[src/rtl/pic8259_pkg.sv]
// -----------------------------------------------------------------------------
// pic8259_pkg
// Shared definitions for the 8259-style command word sequencer:
//   - state_t         : initialization / run state encoding
//   - OCW2_*          : OCW2 R/SL/EOI command encodings (din[7:5])
//   - ICW*/OCW* bits  : bit positions of the fields inside command words
// -----------------------------------------------------------------------------
package pic8259_pkg;

    typedef enum logic [2:0] {
        ST_UNINIT    = 3'd0,
        ST_WAIT_ICW2 = 3'd1,
        ST_WAIT_ICW3 = 3'd2,
        ST_WAIT_ICW4 = 3'd3,
        ST_READY     = 3'd4
    } state_t;

    // OCW2 command field (R, SL, EOI)
    localparam logic [2:0] OCW2_ROT_AEOI_CLR  = 3'b000;
    localparam logic [2:0] OCW2_NS_EOI        = 3'b001;
    localparam logic [2:0] OCW2_NOP           = 3'b010;
    localparam logic [2:0] OCW2_SPEC_EOI      = 3'b011;
    localparam logic [2:0] OCW2_ROT_AEOI_SET  = 3'b100;
    localparam logic [2:0] OCW2_ROT_NS_EOI    = 3'b101;
    localparam logic [2:0] OCW2_SET_PRIO      = 3'b110;
    localparam logic [2:0] OCW2_ROT_SPEC_EOI  = 3'b111;

    // ICW1 (a0=0)
    localparam int ICW1_IC4_BIT  = 0;
    localparam int ICW1_SNGL_BIT = 1;
    localparam int ICW1_LTIM_BIT = 3;
    localparam int ICW1_ID_BIT   = 4;   // 1 marks ICW1 among a0=0 writes

    // ICW2 vector base T7..T3
    localparam int ICW2_VEC_HI = 7;
    localparam int ICW2_VEC_LO = 3;

    // ICW4 (a0=1, fields in din[4:0])
    localparam int ICW4_UPM_BIT  = 0;
    localparam int ICW4_AEOI_BIT = 1;
    localparam int ICW4_MS_BIT   = 2;
    localparam int ICW4_BUF_BIT  = 3;
    localparam int ICW4_SFNM_BIT = 4;

    // OCW2/OCW3 discrimination: din[4:3]
    localparam int         OCW_SEL_HI  = 4;
    localparam int         OCW_SEL_LO  = 3;
    localparam logic [1:0] OCW_SEL_OCW2 = 2'b00;
    localparam logic [1:0] OCW_SEL_OCW3 = 2'b01;

    // OCW2 fields
    localparam int OCW2_CMD_HI = 7;
    localparam int OCW2_CMD_LO = 5;
    localparam int OCW2_LVL_HI = 2;
    localparam int OCW2_LVL_LO = 0;

    // OCW3 fields
    localparam int OCW3_RIS_BIT  = 0;
    localparam int OCW3_RR_BIT   = 1;
    localparam int OCW3_P_BIT    = 2;
    localparam int OCW3_SMM_BIT  = 5;
    localparam int OCW3_ESMM_BIT = 6;

endpackage

[src/rtl/command_word_sequencer.sv]
// -----------------------------------------------------------------------------
// command_word_sequencer
// Decodes bus writes into 8259-style initialization (ICW1..ICW4) and
// operation (OCW1..OCW3) command words and holds the resulting configuration.
//
// Ports
//   clk          : system clock, rising edge
//   reset        : asynchronous active-high reset
//   wr_en        : level write request (CS & WR)
//   a0           : address bit qualifying the write
//   din[7:0]     : write data
//   init_done    : ICW sequence complete (READY)
//   init_pulse   : one-cycle pulse on ICW1 commit
//   imr[7:0]     : interrupt mask register (OCW1)
//   vector_base  : ICW2 T7..T3
//   ltim/sngl/ic4: ICW1 D3/D1/D0
//   cascade_cfg  : ICW3 byte
//   upm/aeoi/buf_master/buf_mode/sfnm : ICW4 D0..D4
//   ocw2_valid   : one-cycle pulse on OCW2 commit
//   ocw2_cmd     : OCW2 R/SL/EOI, held
//   ocw2_level   : OCW2 L2..L0, held
//   read_isr     : register read select (1=ISR, 0=IRR)
//   smm          : special mask mode
//   poll_cmd     : one-cycle pulse on OCW3 commit with P=1
// -----------------------------------------------------------------------------
module command_word_sequencer
    import pic8259_pkg::*;
(
    input  logic       clk,
    input  logic       reset,
    input  logic       wr_en,
    input  logic       a0,
    input  logic [7:0] din,
    output logic       init_done,
    output logic       init_pulse,
    output logic [7:0] imr,
    output logic [4:0] vector_base,
    output logic       ltim,
    output logic       sngl,
    output logic       ic4,
    output logic [7:0] cascade_cfg,
    output logic       upm,
    output logic       aeoi,
    output logic       buf_master,
    output logic       buf_mode,
    output logic       sfnm,
    output logic       ocw2_valid,
    output logic [2:0] ocw2_cmd,
    output logic [2:0] ocw2_level,
    output logic       read_isr,
    output logic       smm,
    output logic       poll_cmd
);

    state_t state;
    state_t next_state;

    logic wr_prev;
    logic wr_armed;
    logic commit;

    logic is_icw1;
    logic is_seq_word;   // a0=1 commit while an ICW2/3/4 is expected
    logic is_ocw1;
    logic is_ocw2;
    logic is_ocw3;

    // -------------------------------------------------------------------------
    // Write edge detect. wr_armed stays low after reset until wr_en has been
    // seen low once, so a write held across reset release never commits.
    // -------------------------------------------------------------------------
    // NOTE: sequential state uses non-blocking assignments so every register
    // samples pre-edge values regardless of statement order.
    always_ff @(posedge clk or posedge reset) begin
        if (reset) begin
            wr_prev  <= 1'b0;
            wr_armed <= 1'b0;
        end else begin
            wr_prev <= wr_en;
            if (!wr_en) begin
                wr_armed <= 1'b1;
            end
        end
    end

    assign commit = wr_en & ~wr_prev & wr_armed;

    // -------------------------------------------------------------------------
    // Command word decode
    // -------------------------------------------------------------------------
    always_comb begin
        // NOTE: every always_comb output gets a default first so no path
        // leaves a signal unassigned and infers a latch.
        is_icw1     = 1'b0;
        is_seq_word = 1'b0;
        is_ocw1     = 1'b0;
        is_ocw2     = 1'b0;
        is_ocw3     = 1'b0;
        if (commit) begin
            is_icw1 = ~a0 & din[ICW1_ID_BIT];
            if (state == ST_READY) begin
                is_ocw1 = a0;
                is_ocw2 = ~a0 & (din[OCW_SEL_HI:OCW_SEL_LO] == OCW_SEL_OCW2);
                is_ocw3 = ~a0 & (din[OCW_SEL_HI:OCW_SEL_LO] == OCW_SEL_OCW3);
            end else begin
                is_seq_word = a0 & (state != ST_UNINIT);
            end
        end
    end

    // -------------------------------------------------------------------------
    // FSM: state register
    // -------------------------------------------------------------------------
    always_ff @(posedge clk or posedge reset) begin
        if (reset) begin
            state <= ST_UNINIT;
        end else begin
            state <= next_state;
        end
    end

    // -------------------------------------------------------------------------
    // FSM: next state. sngl/ic4 are the values latched by the earlier ICW1.
    // -------------------------------------------------------------------------
    always_comb begin
        next_state = state;
        if (is_icw1) begin
            next_state = ST_WAIT_ICW2;
        end else if (is_seq_word) begin
            case (state)
                ST_WAIT_ICW2: begin
                    if (!sngl)    next_state = ST_WAIT_ICW3;
                    else if (ic4) next_state = ST_WAIT_ICW4;
                    else          next_state = ST_READY;
                end
                ST_WAIT_ICW3: next_state = ic4 ? ST_WAIT_ICW4 : ST_READY;
                ST_WAIT_ICW4: next_state = ST_READY;
                default:      next_state = state;
            endcase
        end
    end

    // -------------------------------------------------------------------------
    // FSM: outputs
    // -------------------------------------------------------------------------
    always_comb begin
        init_done = (state == ST_READY);
    end

    // -------------------------------------------------------------------------
    // Configuration registers and pulses. ICW1 leaves vector_base,
    // cascade_cfg and the OCW2 fields alone; they survive until rewritten.
    // -------------------------------------------------------------------------
    always_ff @(posedge clk or posedge reset) begin
        if (reset) begin
            init_pulse  <= 1'b0;
            imr         <= '0;
            vector_base <= '0;
            ltim        <= 1'b0;
            sngl        <= 1'b0;
            ic4         <= 1'b0;
            cascade_cfg <= '0;
            upm         <= 1'b0;
            aeoi        <= 1'b0;
            buf_master  <= 1'b0;
            buf_mode    <= 1'b0;
            sfnm        <= 1'b0;
            ocw2_valid  <= 1'b0;
            ocw2_cmd    <= '0;
            ocw2_level  <= '0;
            read_isr    <= 1'b0;
            smm         <= 1'b0;
            poll_cmd    <= 1'b0;
        end else begin
            init_pulse <= is_icw1;
            ocw2_valid <= is_ocw2;
            poll_cmd   <= is_ocw3 & din[OCW3_P_BIT];

            if (is_icw1) begin
                ltim       <= din[ICW1_LTIM_BIT];
                sngl       <= din[ICW1_SNGL_BIT];
                ic4        <= din[ICW1_IC4_BIT];
                imr        <= '0;
                upm        <= 1'b0;
                aeoi       <= 1'b0;
                buf_master <= 1'b0;
                buf_mode   <= 1'b0;
                sfnm       <= 1'b0;
                smm        <= 1'b0;
                read_isr   <= 1'b0;
            end

            if (is_seq_word) begin
                case (state)
                    ST_WAIT_ICW2: vector_base <= din[ICW2_VEC_HI:ICW2_VEC_LO];
                    ST_WAIT_ICW3: cascade_cfg <= din;
                    ST_WAIT_ICW4: begin
                        upm        <= din[ICW4_UPM_BIT];
                        aeoi       <= din[ICW4_AEOI_BIT];
                        buf_master <= din[ICW4_MS_BIT];
                        buf_mode   <= din[ICW4_BUF_BIT];
                        sfnm       <= din[ICW4_SFNM_BIT];
                    end
                    default: ;
                endcase
            end

            if (is_ocw1) begin
                imr <= din;
            end

            if (is_ocw2) begin
                ocw2_cmd   <= din[OCW2_CMD_HI:OCW2_CMD_LO];
                ocw2_level <= din[OCW2_LVL_HI:OCW2_LVL_LO];
            end

            if (is_ocw3) begin
                if (din[OCW3_RR_BIT])   read_isr <= din[OCW3_RIS_BIT];
                if (din[OCW3_ESMM_BIT]) smm      <= din[OCW3_SMM_BIT];
            end
        end
    end

endmodule

[config.mk]
export PLATFORM = sky130hd
export DESIGN_NAME = command_word_sequencer
export DESIGN_NICKNAME = d
export VERILOG_FILES = /design/src/rtl/pic8259_pkg.sv /design/src/rtl/command_word_sequencer.sv
export SDC_FILE = /design/constraint.sdc
export NUM_CORES = 1
export LEC_CHECK = 0
export CORE_UTILIZATION = 49
export CTS_BUF_LIST = sky130_fd_sc_hd__clkbuf_8
export CTS_CLUSTER_DIAMETER = 120
export CTS_CLUSTER_SIZE = 24
export DETAILED_ROUTE_END_ITERATION = 16
export PLACE_DENSITY = 0.94
export SYNTH_ARGS = -nofsm -noshare
export SYNTH_HDL_FRONTEND = slang
export SYNTH_SLANG_ARGS = --single-unit
[constraint.sdc]
create_clock -name clk -period 1.7 [get_ports clk]
set_input_delay 0.425 -clock clk [delete_from_list [all_inputs] [get_ports clk]]
set_output_delay 0.425 -clock clk [all_outputs]
set_load 0.05 [all_outputs]
==> out/metrics.yaml, run 1 <==
antenna_violation_net_count_after_detailed_routing: 0
ys_warn_count: 0
grt_first_pass_wirelength_um: 7580
die_h_um: 63.1
grt_antenna_before_repair: 0
htree_num_levels: 2
die-width_um: 63.1
worst_ep_required_time_ns: 1.27
avg_wl_per_cell_um: 17.8
final-max-slew-violation-count: 0
initial_core_util_pct: 52.8
ys_top_cells_by_area: "sky130_fd_sc_hd__dfrtp_1 62%, sky130_fd_sc_hd__mux2_2 4.9%, sky130_fd_sc_hd__mux2_4 4.9%"
crit_path_max_incr_delay_ns: 0.43
min_hold_slack_ns: 0.411
synth.yosys.seq_area_share_pct: 61.5
grt_max_degree: 46
total_routing_usage_gr_pct: 25.9
cp.arrival_ns: 1.21
p_sw_share_pct: 44.6
max-slew-margin-rel_pct: 80.7
p_leak_nw: 1.30
worst_setup_hold_path_clk_slew_ns: 0.08
timing.rr.end: "cascade_cfg[1]"
fillers: 225
cpLargestDelayFamily: "flip-flops"
first_pass_iters: 4
post-layout-total-power_mw: 4.27
stdcell_area_um2: 2570
hold_path_class: "input pin to register"
dpl-instance-area_um2: 2460
dieArea_um2: 3980
finalNonFillerCells: 259
worstReg2RegStart: "state[2]"
setup_violations: 0
post_route_core_utilization_pct: 74.2
number_of_global_route_vias_before_repair: 1507
layout-area-overhead-vs-synth_pct: 40.7
detail_route.wirelength_um: 4620
tritoncts_clock_tree: "built"
diodes: 0
timing.reg2reg.worst_path_depth: 4
power_frac_seq_pct: 37.1
min_from: "wr_en"
clk_path_buf_depth: 2
hold_viol_final: 0
max_freq_mhz: 611
hold-path-cell-count: 1
core_area_um2: 3470
dp.cells: 251
power_frac_clock_pct: 13.9
cts.hold.buffers_added: 0
clock_tree.root_cell: "sky130_fd_sc_hd__clkbuf_8"
mappedNetlistNets: 151
combPwrFrac_pct: 49.0
gr-total-overflow: 0
final_min_period_over_clock_period_pct: 96.3
crit_buf_inv: 2
hold-path-endpoint: "wr_prev"
layout.nets: 226
ys_seq_elements: 45
floorplan.rows: 21
synth_cells: 139
synthDistinctLibCells: 29
final_layout_size_suffix_gt1_share_pct: 44.1
critical-path-slowest-cell: "sky130_fd_sc_hd__dfrtp_2"
netSwitchingPower_mw: 1.90
critical_path.startpoint_type: "register"
post_synth.cell_area_avg_um2: 13.2
post_synth_design_cell_area_um2: 1830
worst_setup_path_end_kind: "primary output"
drv.max_cap_violation_count: 0
status: "completed"
power_report.internal_total_mw: 2.37
gpl.final_weighted_congestion: 0.959
cts.sinks: 45
crit_chain: "nor3b_4, buf_6, buf_12"
most_area_hungry_cell_type_in_the_yosys_netlist: "sky130_fd_sc_hd__dfrtp_1"
setup.worst_path.class: "register to primary output"
worst_ir_drop_vdd_v: 0.00104
cp_max_fanout: 3
min_period_ns: 1.64
number_of_cts_inserted_buffers: 5
synth_largest_type_area_fraction_pct: 61.5
detail_route.iter0.violations: 152
routed-via-count: 1421
fin_skew_ns: 0.00717
port_buffers: 52
viasPerCell: 5.49
remaining_drc_errors: 0
power.density_cell_area_nw_per_um2: 1660
clock_insertion_delay_worst_skew_ns: 0.30
worst_slew_pin_slew_ns: 0.289
rsz_0062_raised_after_global_routing: "no"
boundaryPins: 53
reg2reg_setup_slack_ns: 0.17
dp_hpwl_um: 3380
flip-flops by register name, indices dropped and copies added (netlist names), 3 cells and up:
name         flops
ocw2_cmd         3
vector_base      5
cascade_cfg      8
state            3
imr              8
ocw2_level       3
what timing repair did:
item,in CTS,in global routing
setup buffers,2,0
pin swaps,1,1
resized for setup,7,2
endpoints found under the setup margin,25,12
metrics by stage:
stage | TNS (ns) | setup slack, ns
global route | 0 | 0.0124
detailed placement | -12.63 | -0.383
floorplan | -1.47 | -0.172
finish | 0 | 0.0625
global placement | -9.84 | -0.298
CTS | 0 | 0.0102
power by group through the flow:
stage / combinational (mW) / clock, mW / sequential (mW)
after floorplan: 0.502 / 0 / 2.42
after global placement: 1.99 / 0 / 1.57
after detailed placement: 2.04 / 0 / 1.59
after CTS: 2.08 / 0.603 / 1.57
after global routing: 2.17 / 0.652 / 1.61
final: 2.09 / 0.594 / 1.58
worst max-delay path by stage:
stage | slack, ns | cells past startpoint | startpoint | end
detailed placement | -0.38 | 5 | wr_en | cascade_cfg[6]
global route | 0.01 | 3 | state[1] | init_done
floorplan | -0.17 | 5 | state[1] | ocw2_cmd[0]
CTS | 0.01 | 5 | a0 | cascade_cfg[6]
finish | 0.06 | 3 | state[1] | init_done
global placement | -0.30 | 5 | wr_en | cascade_cfg[5]
cell usage after synthesis, drive strengths merged:
library cell	instances
a22o	8
a32o	1
and2b	1
and3	1
and3b	1
and4	1
buf	6
dfrtp	45
inv	9
mux2	16
mux2i	1
nand2	10
nand2b	2
nand3	9
nand3b	1
nand4	2
nor2	3
nor2b	1
nor3	2
nor3b	1
o211ai	3
o21ai	14
o31ai	1
cell usage in the layout, fill, tap and decap left out, types with 2 or more instances in the layout:
master                            netlist  final
sky130_fd_sc_hd__nor2_4                 2      2
sky130_fd_sc_hd__mux2_4                 6      6
sky130_fd_sc_hd__a22o_1                 8      8
sky130_fd_sc_hd__o211ai_1               3      3
sky130_fd_sc_hd__clkdlybuf4s50_1        0      9
sky130_fd_sc_hd__buf_12                 0      5
sky130_fd_sc_hd__inv_1                  9      8
sky130_fd_sc_hd__nand2b_1               2      2
sky130_fd_sc_hd__mux2_1                 2      2
sky130_fd_sc_hd__nand3_1                8      7
sky130_fd_sc_hd__dfrtp_1               45     44
sky130_fd_sc_hd__mux2_2                 8      8
sky130_fd_sc_hd__nand3_2                1      2
sky130_fd_sc_hd__buf_4                  0     57
sky130_fd_sc_hd__clkbuf_8               0      5
sky130_fd_sc_hd__nand2_1               10     10
sky130_fd_sc_hd__o21ai_0               14     14
per-layer routing:
layer,part of all wire [%],up-vias,GRT usage (%)
li1,-,638,-
met2,54,62,44.1
met1,39,713,31.3
met3,4.8,8,6.70
met4,1.8,0,10.5
met5,0,-,0
area by class of cell:
type                       count  area, µm²  area share (%)
inverter                       9       33.8            1.31
sequential                    45       1130            43.8
timing repair buffer          74        651            25.3
tap                           46       57.6            2.24
clock inverter                 1       5.00           0.194
clock buffer                   5       68.8            2.67
multi-input combinational     79        632            24.5
logic make-up (layout without fill, tap and decap cells):
| logic type | count (synthesis) | after routing | synth area share (%) |
|---|---|---|---|
| DFF | 45 | 45 | 61.5 |
| and+or+nand+nor | 35 | 35 | 12.2 |
| AOI/OAI and AO/OA | 27 | 27 | 9.84 |
| muxes | 17 | 17 | 11.6 |
| buffers and inverters | 15 | 89 | 4.85 |
Power figures use the tool's default switching activity.
==> run 2, diff against run 1 <==
--- a/config.mk
+++ b/config.mk
@@ -8,7 +8,6 @@
 export CORE_UTILIZATION = 49
 export CTS_BUF_LIST = sky130_fd_sc_hd__clkbuf_8
 export CTS_CLUSTER_DIAMETER = 120
-export CTS_CLUSTER_SIZE = 24
 export DETAILED_ROUTE_END_ITERATION = 16
 export PLACE_DENSITY = 0.94
 export SYNTH_ARGS = -nofsm -noshare
==> results of run 2 <==
No change in the layout: final DEF, timing and power equal those of run 1.
